## src/rtl/stroke_plotter.sv

```systemverilog
// Walks a per-digit stroke list from the ROM and Bresenham-interpolates each segment
// into timed unit steps for the motor stage. Define STROKE_CONT_CHECK_EN to add the err output.
module stroke_plotter #(
    parameter int STEP_DIV   = 4,
    parameter int PEN_SETTLE = 8
) (
    input  logic       clk,
    input  logic       rst_n,
    input  logic       start,
    input  logic       abort,
    input  logic [4:0] stroke_cnt,
    output logic [4:0] idx,
    output logic       rom_en,
    input  logic [7:0] seg_sx,
    input  logic [7:0] seg_sy,
    input  logic [7:0] seg_ex,
    input  logic [7:0] seg_ey,
    input  logic       seg_pen,
    output logic [7:0] pos_x,
    output logic [7:0] pos_y,
    output logic       pen,
    output logic       step_x,
    output logic       step_y,
    output logic       dir_x,
    output logic       dir_y,
    output logic       busy,
    output logic       done,
`ifdef STROKE_CONT_CHECK_EN
    output logic       err,
`endif
    output logic [2:0] state_dbg
);

    // Handshake: start is taken only in IDLE with abort low; busy rises on the next
    // cycle and stays high until the single-cycle done pulse, where it falls.
    localparam int SDW = (STEP_DIV > 2) ? $clog2(STEP_DIV) : 1;
    localparam int PSW = (PEN_SETTLE > 1) ? $clog2(PEN_SETTLE) : 1;
    localparam logic [SDW-1:0] STEP_LAST = SDW'(STEP_DIV - 1);
    localparam logic [PSW-1:0] PEN_LAST  = PSW'(PEN_SETTLE - 1);

    typedef enum logic [2:0] {
        S_IDLE, S_LOAD, S_PEN, S_SETTLE, S_DRAW, S_NEXT, S_DONE
    } state_t;

    state_t                state;
    logic        [4:0]     cnt_r;
    logic        [7:0]     ex_r;
    logic        [7:0]     ey_r;
    logic                  seg_pen_r;
    logic        [8:0]     dx_r;
    logic        [8:0]     dy_r;
    logic signed [10:0]    err_acc;
    logic        [SDW-1:0] step_cnt;
    logic        [PSW-1:0] settle_cnt;

    logic        [8:0]     ld_dx;
    logic        [8:0]     ld_dy;
    logic signed [10:0]    ld_err;
    logic signed [11:0]    e2;
    logic signed [11:0]    dx_w;
    logic signed [11:0]    dy_w;
    logic signed [11:0]    err_sum;
    logic                  move_x;
    logic                  move_y;
    logic                  at_end;
    logic                  cont_fault;

    assign state_dbg = state;
    assign at_end    = (pos_x == ex_r) && (pos_y == ey_r);

`ifdef STROKE_CONT_CHECK_EN
    assign cont_fault = (idx != 5'd0) && ((seg_sx != pos_x) || (seg_sy != pos_y));
`else
    assign cont_fault = 1'b0;
`endif

    // Segment set-up from the combinational ROM outputs seen during LOAD.
    always_comb begin
        ld_dx  = (seg_ex >= seg_sx) ? ({1'b0, seg_ex} - {1'b0, seg_sx})
                                    : ({1'b0, seg_sx} - {1'b0, seg_ex});
        ld_dy  = (seg_ey >= seg_sy) ? ({1'b0, seg_ey} - {1'b0, seg_sy})
                                    : ({1'b0, seg_sy} - {1'b0, seg_ey});
        ld_err = $signed({2'b00, ld_dx}) - $signed({2'b00, ld_dy});
    end

    // Both axis decisions use the same pre-step e2, so diagonal moves happen in one step.
    always_comb begin
        dx_w    = $signed({3'b000, dx_r});
        dy_w    = $signed({3'b000, dy_r});
        e2      = $signed({err_acc, 1'b0});
        move_x  = (e2 > -dy_w);
        move_y  = (e2 < dx_w);
        err_sum = $signed({err_acc[10], err_acc});
        if (move_x) err_sum = err_sum - dy_w;
        if (move_y) err_sum = err_sum + dx_w;
    end

    always_ff @(posedge clk) begin
        if (!rst_n) begin
            state      <= S_IDLE;
            idx        <= 5'd0;
            rom_en     <= 1'b0;
            pos_x      <= 8'd0;
            pos_y      <= 8'd0;
            pen        <= 1'b0;
            step_x     <= 1'b0;
            step_y     <= 1'b0;
            dir_x      <= 1'b0;
            dir_y      <= 1'b0;
            busy       <= 1'b0;
            done       <= 1'b0;
            cnt_r      <= 5'd0;
            ex_r       <= 8'd0;
            ey_r       <= 8'd0;
            seg_pen_r  <= 1'b0;
            dx_r       <= 9'd0;
            dy_r       <= 9'd0;
            err_acc    <= 11'sd0;
            step_cnt   <= '0;
            settle_cnt <= '0;
`ifdef STROKE_CONT_CHECK_EN
            err        <= 1'b0;
`endif
        end else begin
            step_x <= 1'b0;
            step_y <= 1'b0;
            done   <= 1'b0;
            if (abort) begin
                state  <= S_IDLE;
                busy   <= 1'b0;
                rom_en <= 1'b0;
                pen    <= 1'b0;
                idx    <= 5'd0;
            end else begin
                case (state)
                    S_IDLE: begin
                        if (start) begin
                            idx    <= 5'd0;
                            busy   <= 1'b1;
                            rom_en <= 1'b1;
                            cnt_r  <= stroke_cnt;
`ifdef STROKE_CONT_CHECK_EN
                            err    <= 1'b0;
`endif
                            state  <= (stroke_cnt == 5'd0) ? S_DONE : S_LOAD;
                        end
                    end
                    S_LOAD: begin
                        if (cont_fault) begin
`ifdef STROKE_CONT_CHECK_EN
                            err   <= 1'b1;
`endif
                            pen   <= 1'b0;
                            state <= S_DONE;
                        end else begin
                            pos_x     <= seg_sx;
                            pos_y     <= seg_sy;
                            ex_r      <= seg_ex;
                            ey_r      <= seg_ey;
                            seg_pen_r <= seg_pen;
                            dx_r      <= ld_dx;
                            dy_r      <= ld_dy;
                            dir_x     <= (seg_ex >= seg_sx);
                            dir_y     <= (seg_ey >= seg_sy);
                            err_acc   <= ld_err;
                            state     <= S_PEN;
                        end
                    end
                    S_PEN: begin
                        if (seg_pen_r != pen) begin
                            pen        <= seg_pen_r;
                            settle_cnt <= '0;
                            state      <= S_SETTLE;
                        end else begin
                            step_cnt <= '0;
                            state    <= S_DRAW;
                        end
                    end
                    S_SETTLE: begin
                        if (settle_cnt == PEN_LAST) begin
                            step_cnt <= '0;
                            state    <= S_DRAW;
                        end else begin
                            settle_cnt <= settle_cnt + 1'b1;
                        end
                    end
                    S_DRAW: begin
                        // End test precedes the step, so a zero-length segment never steps.
                        if (at_end) begin
                            state <= S_NEXT;
                        end else if (step_cnt == STEP_LAST) begin
                            step_cnt <= '0;
                            err_acc  <= err_sum[10:0];
                            if (move_x) begin
                                pos_x  <= dir_x ? (pos_x + 8'd1) : (pos_x - 8'd1);
                                step_x <= 1'b1;
                            end
                            if (move_y) begin
                                pos_y  <= dir_y ? (pos_y + 8'd1) : (pos_y - 8'd1);
                                step_y <= 1'b1;
                            end
                        end else begin
                            step_cnt <= step_cnt + 1'b1;
                        end
                    end
                    S_NEXT: begin
                        if (idx == cnt_r - 5'd1) begin
                            state <= S_DONE;
                        end else begin
                            idx   <= idx + 5'd1;
                            state <= S_LOAD;
                        end
                    end
                    S_DONE: begin
                        done   <= 1'b1;
                        busy   <= 1'b0;
                        rom_en <= 1'b0;
                        idx    <= 5'd0;
                        state  <= S_IDLE;
                    end
                    default: state <= S_IDLE;
                endcase
            end
        end
    end

endmodule

```

## config.mk

```make
export PLATFORM = sky130hd
export DESIGN_NAME = stroke_plotter
export DESIGN_NICKNAME = d
export VERILOG_FILES = /design/src/rtl/stroke_plotter.sv
export SDC_FILE = /design/constraint.sdc
export NUM_CORES = 1
export LEC_CHECK = 0
export ABC_CLOCK_PERIOD_IN_PS = 5830
export CELL_PAD_IN_SITES_DETAIL_PLACEMENT = 0
export CELL_PAD_IN_SITES_GLOBAL_PLACEMENT = 1
export CORE_MARGIN = 4
export CORE_UTILIZATION = 44
export CTS_CLUSTER_DIAMETER = 40
export CTS_CLUSTER_SIZE = 40
export DETAILED_ROUTE_END_ITERATION = 8
export PLACE_DENSITY_LB_ADDON = 0.08
export SLEW_MARGIN = 5
export SYNTH_ARGS = -nofsm -noshare
export SYNTH_HDL_FRONTEND = slang
export SYNTH_SLANG_ARGS = --single-unit
```

## constraint.sdc

```tcl
create_clock -name clk -period 5.83 [get_ports clk]
set_input_delay 0.583 -clock clk [delete_from_list [all_inputs] [get_ports clk]]
set_output_delay 0.583 -clock clk [all_outputs]
set_load 0.01 [all_outputs]
```

# ---- Yosys cells after proc, flatten, opt, wreduce, memory -nomap -nowiden
# Index checks and enable logic that the tools add are counted.
dict set report word_totals {
  inputBits 42
  register_bits 87
  output_inout_bits 32
  wordCells 128
}
dict set report op_classes {
  bitwise_logic 4
  n_addsub 16
  n_reduce_logical 21
  n_eq_ne 23
  n_lt_le_gt_ge 4
  n_mux 40
}
# op n
set op_table {}
lappend op_table {{8-bit two-way mux} 8}
lappend op_table {{11-bit two-way mux} 4}
lappend op_table {{8-bit by 8-bit subtractor with 9-bit output} 4}
lappend op_table {{8-bit case mux with 2 select lines} 2}
lappend op_table {{3-bit two-way mux} 8}
lappend op_table {{2-bit inequality test, second input constant} 11}
lappend op_table {{11-bit case mux with 2 select lines} 1}
lappend op_table {{9-bit two-way mux} 2}
lappend op_table {{3-bit case mux with 6 select lines} 1}
lappend op_table {{8-bit by 1-bit adder with 8-bit output, second input constant} 2}
lappend op_table {{8-bit == test} 2}
lappend op_table {{8-bit greater-or-equal comparator} 2}
lappend op_table {{8-bit by 1-bit subtractor with 8-bit output, second input constant} 2}
lappend op_table {{5-bit case mux with 3 select lines} 1}
lappend op_table {{5-bit AND reduction} 3}
lappend op_table {{3-bit == test, second input constant} 4}
lappend op_table {{12-bit greater-than comparator} 1}
lappend op_table {{12-bit by 10-bit < comparator with 1-bit output} 1}
lappend op_table {{9-bit negation with 12-bit output} 1}
lappend op_table {{11-bit by 10-bit adder with 11-bit output} 1}
lappend op_table {{11-bit by 10-bit subtractor with 11-bit output} 1}
lappend op_table {{5-bit two-way mux} 2}
lappend op_table {{9-bit by 9-bit subtractor with 10-bit output} 1}
lappend op_table {{3-bit AND reduction} 3}
lappend op_table {{other kinds (24)} 40}

# ---- Longest topological paths before layout
# Gate-level depths: netlist of the first run.
dict set report depth {
  ltp_word 8
  ltp_mapped 22
  depth_no_buf 21
}

# ---- Least setup slack after synthesis of the first run
# No wires, ideal clock.
dict set report synth_path {
  path_kind {register to register}
  from {reg dy_r[2]}
  to {reg err_acc[10]}
  setup_time_ps 95
  path_buffers 1
  slack_ps 988
  required_time_ps 5735
  stages_incl_launch_ff 22
  arrival_ps 4746
  period_less_slack_ps 4842
  cell_sequence {dfxtp_1 > nor4_1 > nand2_1 > nor3_1 > xnor2_1 > ha_1 > nand4_1 > nor3_1 > a21boi_0 > mux2i_2 > buf_2 > mux2i_1 > ha_1 > fa_1 > a211oi_1 > o21ai_0 > nand2_1 > a221oi_1 > nand2_1 > or4_4 > a31o_1 > o311ai_1}
}
dict set report synth_via {
  elab_chain_len 8
  word_cells_on_any_way 9
  cone_classes {add/sub (3); order compare (1); mux (5)}
}
# item line_no
set synth_lines {}
lappend synth_lines {{start, declared} 51} ;# logic [8:0] dy_r;
lappend synth_lines {{start signal, assigned} 162} ;# dy_r <= ld_dy;
lappend synth_lines {{9-bit negation with 12-bit output} 91} ;# move_x = (e2 > -dy_w);
lappend synth_lines {{12-bit greater-than comparator} 91}
lappend synth_lines {{11-bit two-way mux *} 94} ;# if (move_x) err_sum = err_sum - dy_w;
lappend synth_lines {{11-bit by 10-bit adder with 11-bit output} 95} ;# if (move_y) err_sum = err_sum + dx_w;
lappend synth_lines {{11-bit two-way mux *} 95}
lappend synth_lines {{11-bit two-way mux *} 191} ;# end else if (step_cnt == STEP_LAST) begin
lappend synth_lines {{11-bit two-way mux *} 189} ;# if (at_end) begin
lappend synth_lines {{11-bit case mux with 2 select lines *} 135} ;# case (state)
lappend synth_lines {{end signal, assigned} 165} ;# err_acc <= ld_err;
lappend synth_lines {{end signal, assigned} 193} ;# err_acc <= err_sum[10:0];
lappend synth_lines {{end, declared} 52} ;# logic signed [10:0] err_acc;
# Mark *: on every way between the ends. The rest lies on a longest branch, timed or not. The select of a mux whose other input is x is not followed.
# A chain may end at the register's enable or synchronous reset.

# ---- Worst setup path after layout of the first run
# Same ends and word-level chain as after synthesis.

==> results_dict.tcl, run 1 <==
set metrics [dict create \
    run_status "completed" \
    detailed_place_hpwl_mm 18.01 \
    yosys_synthesis_warning_count 0 \
    hold_viol 0 \
    commonest_non_fill_non_tap_cells_in_the_layout "107 x sky130_fd_sc_hd__nand2_1, 96 x sky130_fd_sc_hd__ha_1, 94 x sky130_fd_sc_hd__nor2_1" \
    synth_enable_flop_cells 0 \
    pwr_density_nw_per_um2 234.3 \
    crit-reg2reg-capture "err_acc[10]" \
    worst_clock_skew_ps 8.684 \
    async_reset_ff_frac 0 \
    worst_slew_margin_rel 0.4317 \
    cts_max_path_buffers 2 \
    number_of_design_rule_violations_left_by_the_first_detailed_router_iteration 403 \
    wl_per_cell_um 17.53 \
    largest_family_of_logic_cells_by_synthesized_area "compound AO/OA/AOI/OAI gates" \
    postCtsResizedCells 0 \
    worst-r2r-setup-slack_ps 670 \
    most_frequent_cp_cell "sky130_fd_sc_hd__nand2_1" \
    cap_violations 0 \
    critical_path.top_delay_family "simple AND/OR/NAND/NOR gates" \
    route.final.wire_length_mm 22.74 \
    clkSinkCount 87 \
    critical_path.n_buffers_inverters 0 \
    most_frequent_standard_cell_in_the_layout_excluding_fill_and_tap_cells "sky130_fd_sc_hd__nand2_1" \
    cp_data_required_time_ps 6100 \
    yosys_register_bits 87 \
    worstSetupStartpointType "flop" \
    timing.rr.start "dy_r[2]" \
    last_weighted_congestion_value_of_the_routability_driven_placer 0.9158 \
    crit_path_end "err_acc[10]" \
    slowest_stage "sky130_fd_sc_hd__or4_4" \
    end_kind "flop" \
    reg2reg_depth 20 \
    syn_inst 1011 \
    worst-endpoint-arrival_ps 5430 \
    grt-ovfl-total 0 \
    yosys.cell_types.count 78 \
    htree_num_levels 3 \
    post_synth_fa_ha_maj_area_fraction 0.1760 \
    cts.repair_timing.setup_buffer_count 0 \
    start_util 0.4505 \
    grt_usage 0.2299 \
    static-leakage-power_uw 0.003857 \
    nets 1214 \
    fin_total_pwr_uw 2133 \
    layout.cells.non_filler 1297 \
    postSynthAreaPerCell_um2 7.761 \
    clock-root-buffer "sky130_fd_sc_hd__clkbuf_16" \
    report.final.setup_viol 0 \
    cts-buffers-inserted 9 \
    layout_worst_path_cycle_share 0.8858 \
    synth_top_flop_cell "sky130_fd_sc_hd__dfxtp_1" \
    worstPathMaxFanout 8 \
    timing_worst_setup_path_type "reg2reg" \
    rsz0062_at_grt "no" \
    largest_net_degree_at_the_start_of_global_routing 37 \
    via_count_of_the_first_global_routing_pass 6934 \
    layout-drive-gt1-share 0.05784 \
    core_region_area_um2 17420 \
    ant_nets 0 \
    fin_crit_ps 5164 \
    holdWs_ps 468.3 \
    critical_path_depth 20 \
    die_height_um 141.5 \
    ant_diodes 0 \
    drt_first_pass_iters 4 \
    clock_slew_at_the_register_clock_pins_of_the_worst_setup_and_hold_paths_ps 70 \
    grt_antenna_before_repair 0 \
    grt_pass1_wl_mm 36.85 \
    tightest_slew_ps 843.5 \
    timing.final.ws_setup_ps 665.9 \
    seq_area_frac_synth 0.2220 \
    areaGrowthSynthToFinish_pct 16.04 \
    synth-simple-area-share 0.1894 \
    tns_ps 0 \
    pin_count 74 \
    dieWidth_um 141.5 \
    max_stage_delay_on_crit_path_ps 490 \
    synth_compound_gate_area_share 0.2411 \
    dp.cells 1281 \
    post_synth_xor_area_fraction 0.07766 \
    post_synth_instance_area_um2 7846 \
    cts_tree "built" \
    via_count 7276 \
    synthesis.nets 1158 \
    worst_ir_drop_vdd_mv 0.1432 \
    port_buffers 73 \
    avgViaCountPerCell 5.610 \
    finalMaxSlewViolations 0 \
    synthMuxAreaShare 0.03253 \
    achievable-frequency_ghz 0.1936 \
    cts_hold_buffers 0 \
    row_count 48 \
    critical_path.startpoint "dy_r[2]" \
    crit_chain "nor4_1, nand2_1, nor3_1, xnor2_1, ha_1, nand4_1, nor3_1, a21boi_0, mux2i_2, mux2i_1, ha_1, fa_1, a211oi_1, o21ai_0, nand2_1, a221oi_1, nand2_1, or4_4, a31o_1, o311ai_1" \
    timing.hold.worst.class "reg2reg" \
    worstSkewPairLatency_ps 350 \
    total_die_area_um2 20030 \
    dp_worst_setup_slack_ps 665.3 \
    drc 0 \
]
## stage by stage
| step | utilization | area (um2) |
|---|---|---|
| final | 0.5228 | 9105 |
| after CTS | 0.5228 | 9105 |
| after detailed placement | 0.5060 | 8813 |
| after global placement | 0.5060 | 8813 |
| after global routing | 0.5228 | 9105 |
| after floorplan | - | 7846 |
## metal layers
layer	wire length (um)	part of all wire	up-vias	GRT usage
li1	-	-	3717	-
met1	11080	0.49	3389	0.3260
met4	539	0.024	0	0.07424
met2	10160	0.45	143	0.3582
met3	958	0.042	27	0.03573
met5	0	0	-	0
## state kept, by name, indices dropped and copies added (netlist names), 2 cells and up
register    flops
err_acc        11
dx_r            9
dy_r            9
ex_r            8
ey_r            8
pos_x           8
pos_y           8
cnt_r           5
idx             5
settle_cnt      3
state_dbg       3
step_cnt        2
## cell usage after synthesis, types with 26 or more instances
library cell,count,share of area
sky130_fd_sc_hd__a211oi_1,26,0.025
sky130_fd_sc_hd__a21oi_1,79,0.050
sky130_fd_sc_hd__clkbuf_1,33,0.016
sky130_fd_sc_hd__dfxtp_1,87,0.22
sky130_fd_sc_hd__ha_1,96,0.15
sky130_fd_sc_hd__inv_1,83,0.040
sky130_fd_sc_hd__nand2_1,107,0.051
sky130_fd_sc_hd__nor2_1,95,0.045
sky130_fd_sc_hd__nor3_1,30,0.019
sky130_fd_sc_hd__o21ai_0,46,0.029
sky130_fd_sc_hd__xnor2_1,36,0.040
sky130_fd_sc_hd__xor2_1,31,0.035
## worst min-delay path, stage by stage (launching register included)
cell                      delay, ps
sky130_fd_sc_hd__dfxtp_1        320
sky130_fd_sc_hd__nand2_1         50
sky130_fd_sc_hd__a21oi_1         50
## kinds of logic (layout without fill, tap and decap cells)
family | count (synthesis) | after routing
xor gates and xnor gates | 68 | 68
buffers and inverters | 125 | 186
DFF | 87 | 87
muxes | 24 | 24
adders and majority gates | 105 | 105
and+or+nand+nor | 321 | 321
AOI/OAI and AO/OA | 281 | 281
## report_power, final
| part | switching (uW) | internal [uW] | leakage (uW) |
|---|---|---|---|
| Clock | 284 | 299 | 0.000141 |
| Sequential | 29.9 | 614 | 0.000705 |
| Combinational | 515 | 392 | 0.00301 |
## worst min-delay path by stage
stage                        from  cells after the start  slack [ps]       to
after global placement    ey_r[1]                      2         450  ey_r[1]
after floorplan           ex_r[0]                      2         450  ex_r[0]
after detailed placement  ey_r[7]                      2         460  ey_r[7]
after global routing      ey_r[2]                      2         500  ey_r[2]
after CTS                 ey_r[7]                      2         470  ey_r[7]
final                     ex_r[1]                      2         470  ex_r[1]
## cell type report
| type | count | area [um2] |
|---|---|---|
| Tap cell | 225 | 281.5 |
| Sequential cell | 87 | 1742 |
| Clock inverter | 7 | 66.31 |
| Fill cell | 1765 | 8312 |
| Multi-Input combinational cell | 799 | 5647 |
| Timing Repair Buffer | 86 | 828.3 |
| Clock buffer | 9 | 225.2 |
| Inverter | 84 | 315.3 |
No activity file was read; power rests on OpenSTA's default activity.
==> run 2, diff against run 1 <==
--- a/config.mk
+++ b/config.mk
@@ -5,7 +5,6 @@
 export SDC_FILE = /design/constraint.sdc
 export NUM_CORES = 1
 export LEC_CHECK = 0
-export ABC_CLOCK_PERIOD_IN_PS = 5830
 export CELL_PAD_IN_SITES_DETAIL_PLACEMENT = 0
 export CELL_PAD_IN_SITES_GLOBAL_PLACEMENT = 1
 export CORE_MARGIN = 4
==> results of run 2 <==
Final layout, timing and power as in run 1 (identical DEF).
==> run 3, diff against run 2 <==
--- a/config.mk
+++ b/config.mk
@@ -5,6 +5,7 @@
 export SDC_FILE = /design/constraint.sdc
 export NUM_CORES = 1
 export LEC_CHECK = 0
+export ABC_CLOCK_PERIOD_IN_PS = 5830
 export CELL_PAD_IN_SITES_DETAIL_PLACEMENT = 0
 export CELL_PAD_IN_SITES_GLOBAL_PLACEMENT = 1
 export CORE_MARGIN = 4
==> results of run 3 <==
Final layout, timing and power as in run 1 (identical DEF).
